`src/rtl/pcie_tx_sched_pkg.sv`:
```
// Shared types for the PCIe TX link scheduler: FSM states and tx_sel encodings.
// No logic, no latency.
package pcie_tx_sched_pkg;

    typedef enum logic [1:0] {
        ST_IDLE = 2'd0,
        ST_OS   = 2'd1,
        ST_SKP  = 2'd2,
        ST_DATA = 2'd3
    } sched_state_t;

    localparam logic [1:0] SEL_IDLE = 2'd0;
    localparam logic [1:0] SEL_OS   = 2'd1;
    localparam logic [1:0] SEL_SKP  = 2'd2;
    localparam logic [1:0] SEL_DATA = 2'd3;

    function automatic logic [1:0] state_to_sel(input sched_state_t st);
        logic [1:0] sel;
        sel = SEL_IDLE;
        case (st)
            ST_OS:   sel = SEL_OS;
            ST_SKP:  sel = SEL_SKP;
            ST_DATA: sel = SEL_DATA;
            default: sel = SEL_IDLE;
        endcase
        return sel;
    endfunction

endpackage

```
`src/rtl/skp_interval_timer.sv`:
```
// SKP interval timer: counts active clocks and raises skp_pending one clock after reaching SKP_INTERVAL-1.
// Counter saturates while a SKP is deferred; clr (SKP entry) restarts it. No backpressure.
module skp_interval_timer #(
    parameter int SKP_INTERVAL = 1180,
    parameter int CNT_W        = 12
) (
    input  logic CLK,
    input  logic lpreset,
    input  logic run,
    input  logic clr,
    output logic skp_pending
);

    localparam logic [CNT_W-1:0] LP_SAT = CNT_W'(SKP_INTERVAL - 1);

    logic [CNT_W-1:0] r_cnt;
    logic             r_pend;

    // Holding at LP_SAT means a long packet can only ever owe one SKP.
    always_ff @(posedge CLK or negedge lpreset) begin
        if (!lpreset) begin
            r_cnt  <= '0;
            r_pend <= 1'b0;
        end else if (clr) begin
            r_cnt  <= '0;
            r_pend <= 1'b0;
        end else if (run) begin
            if (r_cnt == LP_SAT) begin
                r_pend <= 1'b1;
            end else begin
                r_cnt <= r_cnt + 1'b1;
            end
        end
    end

    assign skp_pending = r_pend;

endmodule

```
`src/rtl/tx_link_scheduler.sv`:
```
// Arbitrates the TX lane datapath between training OS, SKP OS and LPIF beats; slots switch only at packet boundaries.
// Select/pulses are registered-state decodes; pl_trdy is combinational and drops in the switch cycle.
module tx_link_scheduler
    import pcie_tx_sched_pkg::*;
#(
    parameter int SKP_INTERVAL = 1180,
    parameter int SKP_CYCLES   = 1,
    parameter int OS_CYCLES    = 4,
    parameter int CNT_W        = 12
) (
    input  logic       CLK,
    input  logic       lpreset,
    input  logic       linkUp,
    input  logic       os_req,
    input  logic       lp_irdy,
    input  logic       lp_pkt_start,
    input  logic       lp_pkt_end,
    output logic       pl_trdy,
    output logic [1:0] tx_sel,
    output logic       os_gnt,
    output logic       os_done,
    output logic       skp_insert
);

    localparam int SLOT_MAX = (OS_CYCLES > SKP_CYCLES) ? OS_CYCLES : SKP_CYCLES;
    localparam int SLOT_W   = (SLOT_MAX > 1) ? $clog2(SLOT_MAX) : 1;

    localparam logic [SLOT_W-1:0] OS_LAST  = SLOT_W'(OS_CYCLES - 1);
    localparam logic [SLOT_W-1:0] SKP_LAST = SLOT_W'(SKP_CYCLES - 1);

    sched_state_t      r_state;
    sched_state_t      w_nxt_state;
    logic [SLOT_W-1:0] r_slot_cnt;
    logic              r_in_pkt;

    logic w_skp_pending;
    logic w_bnd;
    logic w_trdy;
    logic w_accept;
    logic w_pkt_done;
    logic w_slot_last;
    logic w_at_bnd;
    logic w_skp_clr;
    logic w_run;

    assign w_bnd      = !r_in_pkt;
    assign w_trdy     = (r_state == ST_DATA) && linkUp &&
                        !(w_bnd && (w_skp_pending || os_req));
    assign w_accept   = lp_irdy && w_trdy;
    assign w_pkt_done = w_accept && lp_pkt_end;

    assign w_slot_last = ((r_state == ST_OS)  && (r_slot_cnt == OS_LAST)) ||
                         ((r_state == ST_SKP) && (r_slot_cnt == SKP_LAST));

    // The end beat itself is a boundary, so a deferred slot starts right after it.
    assign w_at_bnd = (r_state == ST_IDLE) || w_slot_last ||
                      ((r_state == ST_DATA) && (w_bnd || w_pkt_done));

    always_comb begin
        w_nxt_state = r_state;
        if ((r_state == ST_DATA) && !linkUp) begin
            w_nxt_state = os_req ? ST_OS : ST_IDLE;
        end else if (w_at_bnd) begin
            if (w_skp_pending && (r_state != ST_IDLE)) begin
                w_nxt_state = ST_SKP;
            end else if (os_req) begin
                w_nxt_state = ST_OS;
            end else if (linkUp) begin
                w_nxt_state = ST_DATA;
            end else begin
                w_nxt_state = ST_IDLE;
            end
        end
    end

    always_ff @(posedge CLK or negedge lpreset) begin
        if (!lpreset) begin
            r_state <= ST_IDLE;
        end else begin
            r_state <= w_nxt_state;
        end
    end

    // Slot counter restarts on the last cycle so back-to-back OS slots need no gap.
    always_ff @(posedge CLK or negedge lpreset) begin
        if (!lpreset) begin
            r_slot_cnt <= '0;
        end else if (((r_state == ST_OS) || (r_state == ST_SKP)) && !w_slot_last) begin
            r_slot_cnt <= r_slot_cnt + 1'b1;
        end else begin
            r_slot_cnt <= '0;
        end
    end

    always_ff @(posedge CLK or negedge lpreset) begin
        if (!lpreset) begin
            r_in_pkt <= 1'b0;
        end else if (!linkUp) begin
            r_in_pkt <= 1'b0;
        end else if (w_pkt_done) begin
            r_in_pkt <= 1'b0;
        end else if (w_accept && lp_pkt_start) begin
            r_in_pkt <= 1'b1;
        end
    end

    assign w_run     = (r_state != ST_IDLE);
    assign w_skp_clr = (w_nxt_state == ST_SKP) && (r_state != ST_SKP);

    skp_interval_timer #(
        .SKP_INTERVAL (SKP_INTERVAL),
        .CNT_W        (CNT_W)
    ) u_skp_timer (
        .CLK         (CLK),
        .lpreset     (lpreset),
        .run         (w_run),
        .clr         (w_skp_clr),
        .skp_pending (w_skp_pending)
    );

    assign pl_trdy    = w_trdy;
    assign tx_sel     = state_to_sel(r_state);
    assign os_gnt     = (r_state == ST_OS)  && (r_slot_cnt == '0);
    assign os_done    = (r_state == ST_OS)  && (r_slot_cnt == OS_LAST);
    assign skp_insert = (r_state == ST_SKP) && (r_slot_cnt == '0);

endmodule

```
`config.mk`:
```
export PLATFORM = sky130hd
export DESIGN_NAME = tx_link_scheduler
export DESIGN_NICKNAME = d
export VERILOG_FILES = /design/src/rtl/pcie_tx_sched_pkg.sv /design/src/rtl/skp_interval_timer.sv /design/src/rtl/tx_link_scheduler.sv
export SDC_FILE = /design/constraint.sdc
export NUM_CORES = 1
export LEC_CHECK = 0
export CORE_MARGIN = 3
export CORE_UTILIZATION = 65
export CTS_BUF_LIST = sky130_fd_sc_hd__clkbuf_8 sky130_fd_sc_hd__clkbuf_16
export DETAILED_ROUTE_END_ITERATION = 16
export DONT_BUFFER_PORTS = 1
export GPL_TIMING_DRIVEN = 0
export PLACE_DENSITY_LB_ADDON = 0.3
export SETUP_SLACK_MARGIN = 0.3
export SLEW_MARGIN = 20
export SYNTH_ARGS = -nofsm -noshare
export SYNTH_HDL_FRONTEND = slang
export SYNTH_SLANG_ARGS = --single-unit
```
`constraint.sdc`:
```
create_clock -name CLK -period 3 [get_ports CLK]
set_input_delay 0.45 -clock CLK [delete_from_list [all_inputs] [get_ports CLK]]
set_output_delay 0.45 -clock CLK [all_outputs]
set_load 0.1 [all_outputs]
```
==> results of run 1 <==
==> worst paths after layout <==
path,to,cells past startpoint
min in group asynchronous,r_in_pkt,1
setup / recovery,tx_sel[1],4
hold / removal,r_in_pkt,1
max in group asynchronous,r_slot_cnt[1],1
hold reg to reg,u_skp_timer.r_cnt[10],2
setup reg to reg,u_skp_timer.r_cnt[7],7
==> cells by family (layout without fill, tap and decap cells) <==
kind of cell             count (synthesis)  after routing
AO/OA/AOI/OAI                           26             26
flip-flops                              18             18
XOR/XNOR                                10             10
adder cells (fa/ha/maj)                  7              7
multiplexers                             1              1
AND/OR/NAND/NOR                         43             43
buffers and inverters                   14             18
==> synthesized netlist by cell type (all sizes together), types with 2 or more instances <==
master and count:
nor2 9, inv 10, ha 7, nand3b 2, nor4 2, nor3 4
and2 3, nand2b 2, and3 4, a31oi 15, nand4 3, a311oi 3
and3b 2, dfrtp 18, and2b 2, buf 4, xor2 3, xnor2 7
nand2 4
==> repair_timing <==
action                     4_1_cts  5_1_grt
hold buffers                     1        0
hold endpoints to repair        18        0
setup endpoints to repair        0        0
==> final cells by class <==
cell class                 instances  area share
clock buffer                       3      0.0320
inverter                          10      0.0291
timing repair buffer               1     0.00777
buffer                             4      0.0272
multi-input combinational         87       0.531
tap                               24      0.0233
sequential                        18       0.350
==> state kept, by name, indices dropped and copies added, names as in the netlist <==
| register | flops |
|---|---|
| u_skp_timer.skp_pending | 1 |
| u_skp_timer.r_cnt | 12 |
| r_slot_cnt | 2 |
| r_state | 2 |
| r_in_pkt | 1 |
==> layer usage <==
| metal | global-route usage | vias to the layer above | part of all wire |
|---|---|---|---|
| met5 | 0 | - | 0 |
| met4 | 0.0711 | 0 | 0.011 |
| met3 | 0.0306 | 4 | 0.018 |
| met2 | 0.344 | 11 | 0.47 |
| met1 | 0.307 | 446 | 0.50 |
| li1 | - | 447 | - |
==> stage by stage <==
step	std cells	setup WS, ps	area [µm²]	hold WS [ps]
after global routing	147	457	1290	295
final	147	516	1290	297
after global placement	143	390	1230	155
after floorplan	119	470	1200	154
after CTS	147	529	1290	296
after detailed placement	143	806	1240	155
==> placed cells by master, fill, tap and decap left out, types with 3 or more instances in the layout <==
cell,synthesis,layout
dfrtp_1,18,18
xor2_1,3,3
inv_1,10,10
ha_1,7,7
clkbuf_8,0,3
nor2_1,9,7
nor3_1,4,4
xnor2_1,7,7
a31oi_1,14,14
nand4_1,3,3
nand2_1,4,4
==> run metrics, run 1 <==
fmax ~400 MHz; Primary FF master, synth dfrtp_1; Final Max Slew Viols 0; Worst Tran Pin Value 1060 ps; core area 0.00163 mm²; Slew HR 0.293; share of cells above drive strength 1 0.163; crit path buf inv count 1; Post-DP HPWL approximately 1.7 mm; CTS tree yes; crit path time final 2480 ps; post-synth net total roughly 130; Post-synth ARST share 1.00; CP top delay family simple AND/OR/NAND/NOR gates; storage element area about 450 µm²; largest net degree at the start of global routing 19; Worst Setup Start Kind flop; slowest stage cell on the critical path nor2_2; xor and xnor area share after synthesis 0.0728; Post-synth EDFFs 0; RSZ-0062 raised after global routing no; via-per-instance ratio 6.18; H-tree depth 1; Max Root-Sink Buffers 2; cell chain of the critical path inv_1 -> ha_1 -> nor2_1 -> nor2_2; post-CTS sizing 0; Crit. End Element output pin; sequential share of the synthesized area 0.375; Initial Utilization 0.738; RR Startpoint r_state[0]; worst skew pair latency 250 ps; Compound-Gate Fraction of Synth Area 0.182; crit share post-route 0.828; crit-path max FO 5; Synth area leader dfrtp_1; run status complete, no violations; ANT nets after route 0; TritonCTS Buffers 3; synthesized area per cell 10.1 µm²; Multi-input gate area 684 µm²; # setup viols final 0; Hold Crit Start lp_irdy; I/O Buffers 0; Fin. Hold Viols 0; largest family of logic cells by synthesized area simple AND/OR/NAND/NOR gates; Arrival @ worst endpoint around 2000 ps; r2r setup slk 760 ps; Root Driver clkbuf_8; YS warnings 0; top post-synthesis cells by area dfrtp_1, a31oi_1, ha_1; Post-Syn Area 0.00120 mm²; synth-to-layout area growth 7.18%; Initial DRC Count 19; Synth cell types 41; first-pass GRT wire length 4.06 mm; WS Path Type reg -> out; Die Width roughly 49 µm; Final Util 0.791; Fillers 98; Setup Fix Bufs, Post-CTS 0; # clock sinks 18; WL/cell 16.5 µm; initial antenna violation count 0; Syn Inst Count roughly 120; Die Span Y a little under 50 µm; Clock Skew roughly 2.6 ps; gr usage total 0.218; GR Overflow Total 0; Synth Area in Adders 0.0728; Worst Hold Class in -> reg; CP Launch Point r_state[0]; via count 908; Synth top area share 0.375; final wirelength 2.43 mm; max-cap violations 0; drt pass-1 iters 4; simple-gate share of the synthesized area 0.229; die area 0.00240 mm²; register clock-pin slew on the reported worst setup and hold paths approximately 60 ps; #FFs+latches synth 18; vias in the first global route 855; DRC violations left 0; # rows 14; nets@finish approximately 140; setup TNS 0 ps; # IOs 13; max incr delay on CP 810 ps; Critical Path RT 2550 ps; proportion of synthesized area in mux cells 0.00832; Final GP Congestion around 0.87; ANT cells 0
Power of run 1 is not shown: default switching activity piles up to over one toggle a cycle in this logic, so the estimate is an artifact.
==> run 2: changes to the inputs <==
- CORE_UTILIZATION: 65 -> 61
- clock period: 3 -> 2.4 ns (I/O delays scaled with it)
==> run metrics, run 2 (same netlist as run 1, synthesis figures left out) <==
via count 943 (was 908); Initial Utilization 0.667 (was 0.738); final wirelength 2.46 mm (was 2.43 mm); H-tree depth 1 (unchanged); Final Max Slew Viols 0 (unchanged); ANT nets after route 0 (unchanged); worst skew pair latency 250 ps (about the same); Worst Hold Class in -> reg (unchanged); WL/cell 15.9 µm (was 16.5 µm); register clock-pin slew on the reported worst setup and hold paths 70 ps (was 60 ps); fmax ~490 MHz; first-pass GRT wire length 4.06 mm (about the same); crit-path max FO 10 (was 5); gr usage total 0.211 (was 0.218); Arrival @ worst endpoint 2170 ps (was 2030 ps); Fillers 136 (was 98); Largest Register u_skp_timer.r_cnt (unchanged); core area 0.00180 mm² (was 0.00163 mm²); number of flip-flops in the largest register 12 (unchanged); commonest non-fill, non-tap cell in the layout dfrtp_1 (unchanged); RSZ-0062 raised after global routing yes (was no); drt pass-1 iters 4 (unchanged); DRC violations left 0 (unchanged); nets@finish 145 (was 139); initial antenna violation count 0 (unchanged); met3 GRT Util 0.0564 (was 0.0306); Slew HR 0.474 (was 0.293); crit share post-route 0.849; met2 global-route usage 0.326 (was 0.344); Clock Skew 3.67 ps (was 2.60 ps); # IOs 13 (unchanged); Final GP Congestion 0.830 (was 0.867); Die Width 50.4 µm (was 49.0 µm); ANT cells 0 (unchanged); Initial DRC Count 20 (was 19); met1 GRT Util 0.276 (was 0.307); hold depth 1 (unchanged); commonest non-fill, non-tap cells in the layout dfrtp_1, a31oi_1, inv_1 (unchanged); WS Path Type reg -> reg (was reg -> out); die area 0.00254 mm² (was 0.00240 mm²); Critical Path RT 2530 ps (was 2550 ps); vias in the first global route 945 (was 855); # rows 15 (was 14); Final Util 0.758 (was 0.791); CTS tree yes (unchanged); synth-to-layout area growth 13.5% (was 7.18%); run status complete, no violations (unchanged); Fin. Hold Viols 0 (unchanged); GR Overflow Total 0 (unchanged); Worst Tran Pin Value 787 ps (was 1060 ps); # clock sinks 18 (unchanged); Die Span Y 50.4 µm (was 49.0 µm); share of cells above drive strength 1 0.246 (was 0.163); FF-to-FF path depth 9 (was 7); largest net degree at the start of global routing 19 (unchanged); Crit. End Element flop (was output pin); # setup viols final 0 (unchanged); TritonCTS Buffers 3 (unchanged); Worst Setup Start Kind flop (unchanged); Post-DP HPWL 1.66 mm (was 1.68 mm); top flop regs u_skp_timer.r_cnt (12), r_slot_cnt (2), r_state (2) (unchanged); max-cap violations 0 (unchanged); via-per-instance ratio 6.08 (was 6.18); setup TNS 0 ps (unchanged); Root Driver clkbuf_8 (unchanged); r2r setup slk 360 ps (was 760 ps); Max Root-Sink Buffers 2 (unchanged); crit path time final between 2000 and 2500 ps; I/O Buffers 0 (unchanged); global route hottest layer met2 (unchanged)
## run 2: stage by stage
step	cell area (µm²)	hold WS (ps)	setup slack [ps]	std cells
floorplan	1210	64.4	413	119
global placement	1240	64.8	227	144
detailed placement	1240	64.8	227	144
CTS	1330	197	309	150
global route	1370	206	252	155
finish	1370	202	363	155
## run 2: metal layers
metal | vias up | wire length (µm)
li1 | 465 | -
met1 | 450 | 1160
met5 | - | 0
met4 | 0 | 40
met2 | 21 | 1150
met3 | 7 | 109
## run 2: worst max-delay path, cell delays in order (launching register included)
cell      delay (ps)
dfrtp_2          440
inv_1            100
ha_1             150
buf_4            200
a221oi_4          60
buf_4            140
and3_2           210
a211oi_2         300
buf_2            250
a31oi_1           90
## run 2: final cells by class
type	instances	area, µm²	area share
Clock buffer	4	55.1	0.0403
Multi-Input combinational cell	87	699	0.512
Buffer	4	37.5	0.0275
Sequential cell	18	452	0.331
Tap cell	25	31.3	0.0229
Inverter	10	37.5	0.0275
Timing Repair Buffer	7	52.6	0.0385
## run 2: timing repair
action                     CTS  global route
setup buffers                1             4
cloned                       0             1
hold endpoints to repair    18             0
gates resized for setup      6             3
hold buffers                 1             0
pin swaps                    2             2
setup endpoints to repair   16            15
## run 2: final timing paths
kind | startpoint | end
setup / recovery | r_state[0] | u_skp_timer.r_cnt[11]
hold / removal | lp_irdy | r_in_pkt
setup reg to reg | r_state[0] | u_skp_timer.r_cnt[11]
hold reg to reg | u_skp_timer.r_cnt[11] | u_skp_timer.r_cnt[11]
max in group asynchronous | lpreset | r_state[0]
min in group asynchronous | lpreset | r_in_pkt
Power of run 2 is left out for the same reason.
